File: config.mk
export PLATFORM = sky130hd
export DESIGN_NAME = step_ctrl
export DESIGN_NICKNAME = d
export VERILOG_FILES = /design/src/rtl/step_ctrl_pkg.sv /design/src/rtl/step_ctrl_debouncer.sv /design/src/rtl/step_ctrl.sv
export SDC_FILE = /design/constraint.sdc
export NUM_CORES = 1
export LEC_CHECK = 0
export ABC_CLOCK_PERIOD_IN_PS = 3400
export CAP_MARGIN = 15
export CORE_ASPECT_RATIO = 1.1
export CORE_UTILIZATION = 30
export CTS_CLUSTER_SIZE = 8
export DETAILED_ROUTE_END_ITERATION = 7
export PLACE_DENSITY = 0.5
export SYNTH_ARGS = -nofsm -noshare
export SYNTH_HDL_FRONTEND = slang
export SYNTH_SLANG_ARGS = --single-unit
File: constraint.sdc
create_clock -name clk -period 3.4 [get_ports clk]
set_input_delay 0.34 -clock clk [delete_from_list [all_inputs] [get_ports clk]]
set_output_delay 0.34 -clock clk [all_outputs]
set_load 0.05 [all_outputs]
File: src/rtl/step_ctrl_pkg.sv
// step_ctrl_pkg: stage-index constants, defaults and counter-width helpers for step_ctrl.
package step_ctrl_pkg;
  localparam logic [2:0] STG_FETCH  = 3'd0;
  localparam logic [2:0] STG_DECODE = 3'd1;
  localparam logic [2:0] STG_REGRD  = 3'd2;
  localparam logic [2:0] STG_EXEC   = 3'd3;
  localparam logic [2:0] STG_MEM    = 3'd4;
  localparam logic [2:0] STG_WB     = 3'd5;
  localparam int NUM_STAGES_DEF = 6;
  function automatic int deb_w(input int n);
    return (n < 2) ? 1 : $clog2(n);
  endfunction
  function automatic int div_w(input int n);
    return (n < 2) ? 1 : $clog2(n);
  endfunction
endpackage

File: src/rtl/step_ctrl_debouncer.sv
// debouncer: two-flop synchronizer, stability filter and one-cycle press event for an active-low button.
module debouncer
  import step_ctrl_pkg::*;
#(
  parameter int DEB_CYCLES = 500000
) (
  input  logic clk,
  input  logic reset,
  input  logic raw_n,
  output logic press
);
  localparam int CW = deb_w(DEB_CYCLES);
  logic [1:0] sync_q, sync_d;
  logic stable_q, stable_d, press_q, press_d, differ, done;
  logic [CW-1:0] cnt_q, cnt_d;
  always_comb begin
    sync_d   = {sync_q[0], raw_n};
    differ   = ~sync_q[1] != stable_q;
    done     = differ && cnt_q == CW'(DEB_CYCLES - 1);
    cnt_d    = (differ && !done) ? cnt_q + 1'b1 : '0;
    stable_d = done ? ~stable_q : stable_q;
    press_d  = done && !stable_q;
  end
  always_ff @(posedge clk or posedge reset) begin
    if (reset) begin
      sync_q   <= 2'b11;
      stable_q <= 1'b0;
      cnt_q    <= '0;
      press_q  <= 1'b0;
    end else begin
      sync_q   <= sync_d;
      stable_q <= stable_d;
      cnt_q    <= cnt_d;
      press_q  <= press_d;
    end
  end
  assign press = press_q;
endmodule

File: src/rtl/step_ctrl.sv
// step_ctrl: turns debounced buttons and the run switch into a single-cycle core step enable
// and a wrapping visualization stage index.
module step_ctrl
  import step_ctrl_pkg::*;
#(
  parameter int DEB_CYCLES = 500000,
  parameter int RUN_DIV    = 25000000,
  parameter int NUM_STAGES = NUM_STAGES_DEF
) (
  input  logic       clk,
  input  logic       reset,
  input  logic       btn_step_n,
  input  logic       btn_sel_n,
  input  logic       sw_run,
  output logic       step_pulse,
  output logic [2:0] sel,
  output logic       run_active
);
  localparam int DW = div_w(RUN_DIV);
  logic step_ev, sel_ev, chg, tick;
  logic [1:0] run_sync_q, run_sync_d;
  logic run_q, run_d, step_pulse_q, step_pulse_d;
  logic [DW-1:0] div_q, div_d;
  logic [2:0] sel_q, sel_d;
  debouncer #(.DEB_CYCLES(DEB_CYCLES)) u_deb_step (
    .clk(clk), .reset(reset), .raw_n(btn_step_n), .press(step_ev)
  );
  debouncer #(.DEB_CYCLES(DEB_CYCLES)) u_deb_sel (
    .clk(clk), .reset(reset), .raw_n(btn_sel_n), .press(sel_ev)
  );
  // A mode change restarts the divider and swallows a tick landing on the same edge.
  always_comb begin
    run_sync_d   = {run_sync_q[0], sw_run};
    run_d        = run_sync_q[1];
    chg          = run_d != run_q;
    tick         = run_q && !chg && div_q == DW'(RUN_DIV - 1);
    div_d        = (chg || !run_q || tick) ? '0 : div_q + 1'b1;
    step_pulse_d = run_q ? tick : step_ev;
    sel_d        = !sel_ev ? sel_q : (sel_q == 3'(NUM_STAGES - 1)) ? STG_FETCH : sel_q + 3'd1;
  end
  always_ff @(posedge clk or posedge reset) begin
    if (reset) begin
      run_sync_q   <= 2'b00;
      run_q        <= 1'b0;
      div_q        <= '0;
      step_pulse_q <= 1'b0;
      sel_q        <= STG_FETCH;
    end else begin
      run_sync_q   <= run_sync_d;
      run_q        <= run_d;
      div_q        <= div_d;
      step_pulse_q <= step_pulse_d;
      sel_q        <= sel_d;
    end
  end
  assign step_pulse = step_pulse_q;
  assign sel        = sel_q;
  assign run_active = run_q;
endmodule
==> impl_metrics.csv, run 1 <==
group,metric,value,unit
status,outcome,"completed",
yosys,synth_top_flop_cell,"sky130_fd_sc_hd__dfrtp_1",
detailed_routing,drc_viols,0,
clock_network,postCtsHoldBufs,0,
worst_setup_path,crit_path_end_kind,"flop",
yosys,yosys-mux-area-fraction,0.00535,
clock_network,cts.repair_timing.setup_buffer_count,0,
yosys,synthDominantAreaCellType,"sky130_fd_sc_hd__dfrtp_1",
die,full_die_area,12900,um^2
clock_network,cts-buffers-inserted,9,
yosys,ys_top_cells_by_area,"sky130_fd_sc_hd__dfrtp_1, sky130_fd_sc_hd__xnor2_1, sky130_fd_sc_hd__nor2_1, sky130_fd_sc_hd__xor2_1, sky130_fd_sc_hd__nand3_1",
worst_setup_path,slowest_stage,"sky130_fd_sc_hd__a41o_1",
yosys,synth_fp_nets,383,
yosys,postSynth.asyncResetShare,1.00,
yosys,synth_edf_count,0,
pwr,power_leakage,1.63,nW
layout,num-nets-final,393,
worst_setup_path,critPathArrivalTime,2.34,ns
sta,finalCritPeriodShare,0.635,
clock_network,cts-root-buf,"sky130_fd_sc_hd__clkbuf_16",
die,io_pins,10,
clock_network,clk-insertion-delay-late,0.33,ns
run,drv_cap,0,
worst_setup_path,cpMostUsedCell,"sky130_fd_sc_hd__nor2_1",
worst_setup_path,req_time_crit_path,3.58,ns
detailed_routing,total_iterations_of_the_first_detailed_routing_run,5,
worst_setup_path,cell_chain_critical_path,"ha_1 > inv_1 > nor2_1 > a41o_1 > nor2_1",
global_routing,grt_max_degree,45,
yosys,postSynthRegisterBits,78,
worst_setup_path,path_delay_family,"compound AO/OA/AOI/OAI gates",
yosys,synth_compound_gate_area_share,0.0819,
detailed_routing,finalWirelength,7410,um
die,initial_core_util,0.310,
layout,antenna_cells,0,
global_routing,first_global_vias,2755,
detailed_routing,viasPerCell,5.14,
die,design.core.area,12100,um^2
global_routing,grt-ovfl-total,0,
sta,clock-skew-final,0.00684,ns
detailed_routing,detail_route.iter0.violations,110,
placed_design,buffer_ports.inserted,9,
yosys,netlist_area,3740,um^2
detailed_routing,detailroute.via_count,2794,
global_routing,antenna_violations_before_repair,0,
global_routing,grt_util_all_layers,0.129,
sta,actual_slew_at_the_worst_max_slew_pin,0.908,ns
yosys,synth.yosys.warnings,0,
sta,drv_slew,0,
worst_setup_path,critical_path.max_stage_delay,0.80,ns
worst_setup_path,timing_worst_setup_path_type,"reg -> reg",
yosys,synth_adder_area_share,0.0100,
worst_setup_path,timing.critical_path.fanout_max,24,
placed_design,place_hpwl,5020,um
pwr,powerDensity,453,nW/um^2
min_path,worst_hold_path_type,"reg -> reg",
yosys,synth_top_cell_area_share,0.495,
worst_setup_path,crit_buf_inv,1,
clock_network,clock_tree.buffer_depth,2,
sta,worst_slew_margin_rel,0.395,
yosys,synth.distinct_cells,43,
die,dieWidth,108,um
placed_design,placed_cells_incl_taps,528,
layout,finish.cell_count_without_fillers,544,
pwr,vdd.ir_drop.worst,0.000205,V
die,floorplan.die.height,119,um
detailed_routing,antenna_left,0,
yosys,yosys-top-cells-count,"sky130_fd_sc_hd__dfrtp_1, sky130_fd_sc_hd__nor2_1, sky130_fd_sc_hd__nand3_1",
yosys,synth_most_common_cell,"sky130_fd_sc_hd__dfrtp_1",
clock_network,worst_path_clk_slew,0.06,ns
die,fp-row-count,42,
layout,layout-area-overhead-vs-synth,14.8,%
clock_network,h-tree-depth,3,
clock_network,cts_resized,0,
yosys,syn_avg_cell_area,9.98,um^2
worst_setup_path,timing.reg2reg.setup_slack,1.24,ns
global_routing,grt_first_pass_wirelength,13100,um
clock_network,clock_sink_count,78,
yosys,synth-simple-area-share,0.263,
yosys,syn-instance-count,375,
yosys,xor_xnor_portion_of_the_synthesized_cell_area,0.0889,
yosys,seq_total_area_yosys,0.523,
sta,maximum_operating_frequency,463,MHz
sta,finalSetupViolCount,0,
sta,fin_tns_setup,0,ns
placed_design,globalplace.congestion,0.741,
clock_network,cts_tree,"yes",
sta,hold_viol_final,0,
yosys,combinational_family_with_the_most_area_after_synthesis,"simple AND/OR/NAND/NOR gates",
worst_setup_path,worstSetupStartpointType,"flop",
detailed_routing,routed_wire_length_per_instance,13.6,um
layout,fraction_of_final_layout_cells_with_drive_strength_greater_than_1,0.0744,
sta,unrepaired_setup_endpoints_after_global_routing,"no",
sta,finalCriticalPeriod,2.16,ns
[stage by stage]
step	cell area (um^2)	setup slack (ns)	util	power [mW]	hold WS [ns]
after floorplan	3740	1.07	-	1.00	0.331
after global placement	4010	1.19	0.331	1.03	0.346
after detailed placement	4010	1.19	0.331	1.03	0.347
after CTS	4300	1.19	0.355	1.98	0.356
after global routing	4300	0.962	0.355	2.02	0.359
final	4300	1.24	0.355	1.95	0.356
[routing by layer]
metal	track usage	routed length [um]
met1	0.168	3600
met2	0.202	3510
met3	0.0323	163
met4	0.0541	133
met5	0	0
[flip-flops by register name, summed over array words and instances, names as in the netlist, 2 cells and up]
signal / count
u_deb_sel.sync_q: 2
div_q: 25
run_sync_q: 2
u_deb_sel.cnt_q: 19
u_deb_step.sync_q: 2
sel: 3
u_deb_step.cnt_q: 19
[power by group]
part | switching [mW] | internal (mW)
combinational | 0.0406 | 0.0175
sequential | 0.0100 | 0.942
clock | 0.371 | 0.565
total | 0.421 | 1.52
[cells by family after synthesis]
logic type | Yosys count
AO/OA/AOI/OAI | 50
adder cells (fa/ha/maj) | 3
flip-flops | 78
multiplexers | 2
XOR/XNOR | 38
AND/OR/NAND/NOR | 178
buffers and inverters | 26
[area by class of cell]
class	count	area (um^2)
tap	154	193
multi-input combinational	271	1680
clock buffer	10	229
sequential	78	1960
clock inverter	6	62.6
timing repair buffer	12	125
inverter	13	50.0
fill	1253	7790
[worst reg2reg max path: stages, from the launching register on]
cell                      delay [ns]
sky130_fd_sc_hd__dfrtp_1        0.39
sky130_fd_sc_hd__ha_1           0.24
sky130_fd_sc_hd__inv_1          0.19
sky130_fd_sc_hd__nor2_1         0.25
sky130_fd_sc_hd__a41o_1         0.80
sky130_fd_sc_hd__nor2_1         0.13
[path summary, 6_finish.rpt]
check,endpoint,start,depth (start not counted)
worst max-delay path,div_q[9],div_q[0],5
worst min register to register,u_deb_sel.sync_q[1],u_deb_sel.sync_q[0],0
max in group asynchronous,u_deb_step.sync_q[1],reset,3
worst min-delay path,u_deb_sel.sync_q[1],u_deb_sel.sync_q[0],0
min in group asynchronous,u_deb_sel.cnt_q[4],reset,2
worst max register to register,div_q[9],div_q[0],5
[cells in the final DEF (no fill, tap or decap), drive strengths merged, types with 2 or more instances in the layout]
master,netlist,layout
o41ai,2,2
or4b,2,2
clkinv,0,3
nor2,41,41
clkbuf,12,10
nor4,12,12
or3,9,9
buf,1,3
nand4,18,18
and2,2,2
and4,5,5
nand2,24,24
or4,15,15
o21ai,9,9
dfrtp,74,74
a21oi,22,22
nand3,25,25
clkinvlp,0,3
ha,3,3
or2,3,3
mux2i,2,2
o31ai,14,14
and3,5,5
nor3,9,9
inv,13,12
xor2,17,17
clkdlybuf4s50,0,9
xnor2,21,21
dfstp,4,4
(Power assumes the default switching activity.)
==> inputs of run 2 (changes only) <==
- ABC_CLOCK_PERIOD_IN_PS: 3400 -> 1970
- PLACE_DENSITY: 0.5 -> 0.51
- clock period: 3.4 -> 1.97 ns (I/O delays scaled with it)
==> run 2 against run 1 <==
  * Core utilization increased by 1.6 points
  * Clock skew decreased by 0.0019 ns
  * Clock power increased by 94%
  * Cell count increased by 3.5%
  * Fmax increased by 13%
  * Critical path depth decreased by 1
  * Sequential cell count unchanged
  * Hold slack got worse by 0.18 ns
  * Via count increased by 4.0%
  * Critical endpoint is now div_q[24]
==> impl_metrics.csv, run 2 (same netlist as run 1, synthesis figures left out) <==
group,metric,value,unit
detailed_routing,routed_wire_length_per_instance,13.7,um
layout,commonest_non_fill_non_tap_cells_in_the_layout,"sky130_fd_sc_hd__dfrtp_1, sky130_fd_sc_hd__nor2_1, sky130_fd_sc_hd__nand3_1",
worst_setup_path,timing.reg2reg.setup_slack,0.06,ns
detailed_routing,total_iterations_of_the_first_detailed_routing_run,4,
sta,worst_slew_margin_rel,0.667,
clock_network,worst_path_clk_slew,0.06,ns
layout,final_util,0.371,
layout,fraction_of_final_layout_cells_with_drive_strength_greater_than_1,0.122,
placed_design,placed_cells_incl_taps,544,
sta,fin_tns_setup,0,ns
clock_network,clock_sink_count,78,
global_routing,grt_max_degree,49,
worst_setup_path,worstSetupStartpointType,"flop",
pwr,switching_share,0.204,
run,drv_cap,0,
detailed_routing,antenna_left,0,
sta,finalCriticalPeriod,1.91,ns
sta,finalSetupViolCount,0,
sta,drv_slew,0,
pwr,power_leakage,1.73,nW
global_routing,grt.met3_usage,0.0312,
global_routing,antenna_violations_before_repair,0,
clock_network,clk-insertion-delay-late,0.34,ns
sta,maximum_operating_frequency,524,MHz
die,initial_core_util,0.310,
layout,fillers,1234,
global_routing,first_global_vias,2754,
die,fp-row-count,42,
detailed_routing,finalWirelength,7730,um
clock_network,cts_tree,"yes",
worst_setup_path,r2r-start,"div_q[12]",
layout,largest_register,"div_q",
die,dieWidth,108,um
sta,clock-skew-final,0.00494,ns
clock_network,cts-buffers-inserted,9,
global_routing,grt_use_met2,0.204,
pwr,powerDensity,796,nW/um^2
sta,postLayoutSetupSlackWorst,0.0619,ns
worst_setup_path,timing_worst_setup_path_type,"reg -> reg",
global_routing,grt_util_all_layers,0.130,
die,design.core.area,12100,um^2
clock_network,clock_tree.buffer_depth,2,
worst_setup_path,r2r_cells,4,
layout,antenna_cells,0,
layout,layout_commonest_cell,"sky130_fd_sc_hd__dfrtp_1",
detailed_routing,viasPerCell,5.16,
die,floorplan.die.height,119,um
worst_setup_path,critPathArrivalTime,2.18,ns
clock_network,h-tree-depth,3,
layout,finish.cell_count_without_fillers,563,
min_path,worst_hold_path_type,"in -> async",
placed_design,buffer_ports.inserted,9,
die,io_pins,10,
detailed_routing,detailroute.via_count,2906,
pwr,vdd.ir_drop.worst,0.000413,V
sta,hold_viol_final,0,
clock_network,cts-root-buf,"sky130_fd_sc_hd__clkbuf_16",
layout,number_of_flip_flops_in_the_largest_register,25,
die,full_die_area,12900,um^2
placed_design,dp_worst_setup_slack,0.0579,ns
sta,actual_slew_at_the_worst_max_slew_pin,0.498,ns
layout,biggestRegsByFlops,"div_q x25, u_deb_sel.cnt_q x19, u_deb_step.cnt_q x19",
worst_setup_path,worstReg2RegEnd,"div_q[24]",
pwr,seq_power_share,0.460,
pwr,internal-power,2.84,mW
placed_design,place_hpwl,5350,um
detailed_routing,drc_viols,0,
sta,finalCritPeriodShare,0.969,
pwr,power_frac_comb,0.031,
worst_setup_path,timing.critical_path.fanout_max,9,
layout,layout-area-overhead-vs-synth,19.8,%
status,outcome,"completed",
sta,unrepaired_setup_endpoints_after_global_routing,"yes",
pwr,p_switching,728,uW
detailed_routing,detail_route.iter0.violations,180,
pwr,share_clk_of_total_power,0.509,
global_routing,grt_first_pass_wirelength,13000,um
global_routing,use_met1,0.166,
placed_design,globalplace.congestion,0.805,
global_routing,busiest_grt_layer,"met2",
worst_setup_path,req_time_crit_path,2.24,ns
worst_setup_path,crit_path_end_kind,"flop",
global_routing,grt-ovfl-total,0,
sta,hold_ws,0.180,ns
layout,num-nets-final,412,
run 2: layout make-up:
type	instances	area [um^2]	area share
clock buffers	13	260	0.0580
clock inverters	3	67.6	0.0151
inverters	13	52.6	0.0117
multi-input cells	271	1680	0.376
flip-flops and latches	78	1960	0.437
well taps	154	193	0.0430
repair buffers	31	268	0.0597
run 2: critical path: stages (launching register included):
cell and delay [ns]:
sky130_fd_sc_hd__dfrtp_1 0.40, sky130_fd_sc_hd__nand4_1 0.16, sky130_fd_sc_hd__or4b_4 0.62, sky130_fd_sc_hd__or4_1 0.52, sky130_fd_sc_hd__a21oi_2 0.14
run 2: how the worst max path moves through the flow:
| stage | from | to | slack (ns) |
|---|---|---|---|
| 2_1_floorplan | u_deb_step.cnt_q[5] | u_deb_step.cnt_q[10] | 0.06 |
| 3_3_place_gp | div_q[3] | div_q[24] | 0.1 |
| 3_5_place_dp | div_q[11] | div_q[24] | 0.06 |
| 4_1_cts | div_q[11] | div_q[24] | 0.04 |
| 5_1_grt | div_q[12] | div_q[20] | -0.02 |
| 6_report | div_q[12] | div_q[24] | 0.06 |
run 2: power by group through the flow:
stage | logic [mW] | registers, mW | clock network (mW)
final | 0.110 | 1.64 | 1.82
after global routing | 0.126 | 1.64 | 1.93
after CTS | 0.116 | 1.64 | 1.87
after detailed placement | 0.115 | 1.67 | 0
after global placement | 0.113 | 1.67 | 0
after floorplan | 0.0639 | 1.67 | 0
run 2: per-layer routing:
metal	vias to the layer above	share of wire
li1	1420	-
met1	1433	0.47
met2	41	0.48
met3	12	0.027
met4	0	0.023
met5	-	0
run 2: repair_timing:
item                       in CTS  in global routing
setup buffers                   0                  3
setup endpoints to repair       0                  2
gates resized for setup         0                  3
hold buffers                    0                  0
run 2: per-stage QoR:
stage / instance area (um^2) / total power [mW]
floorplan: 3750 / 1.73
global placement: 4130 / 1.78
detailed placement: 4130 / 1.79
CTS: 4460 / 3.63
global route: 4480 / 3.70
finish: 4480 / 3.57
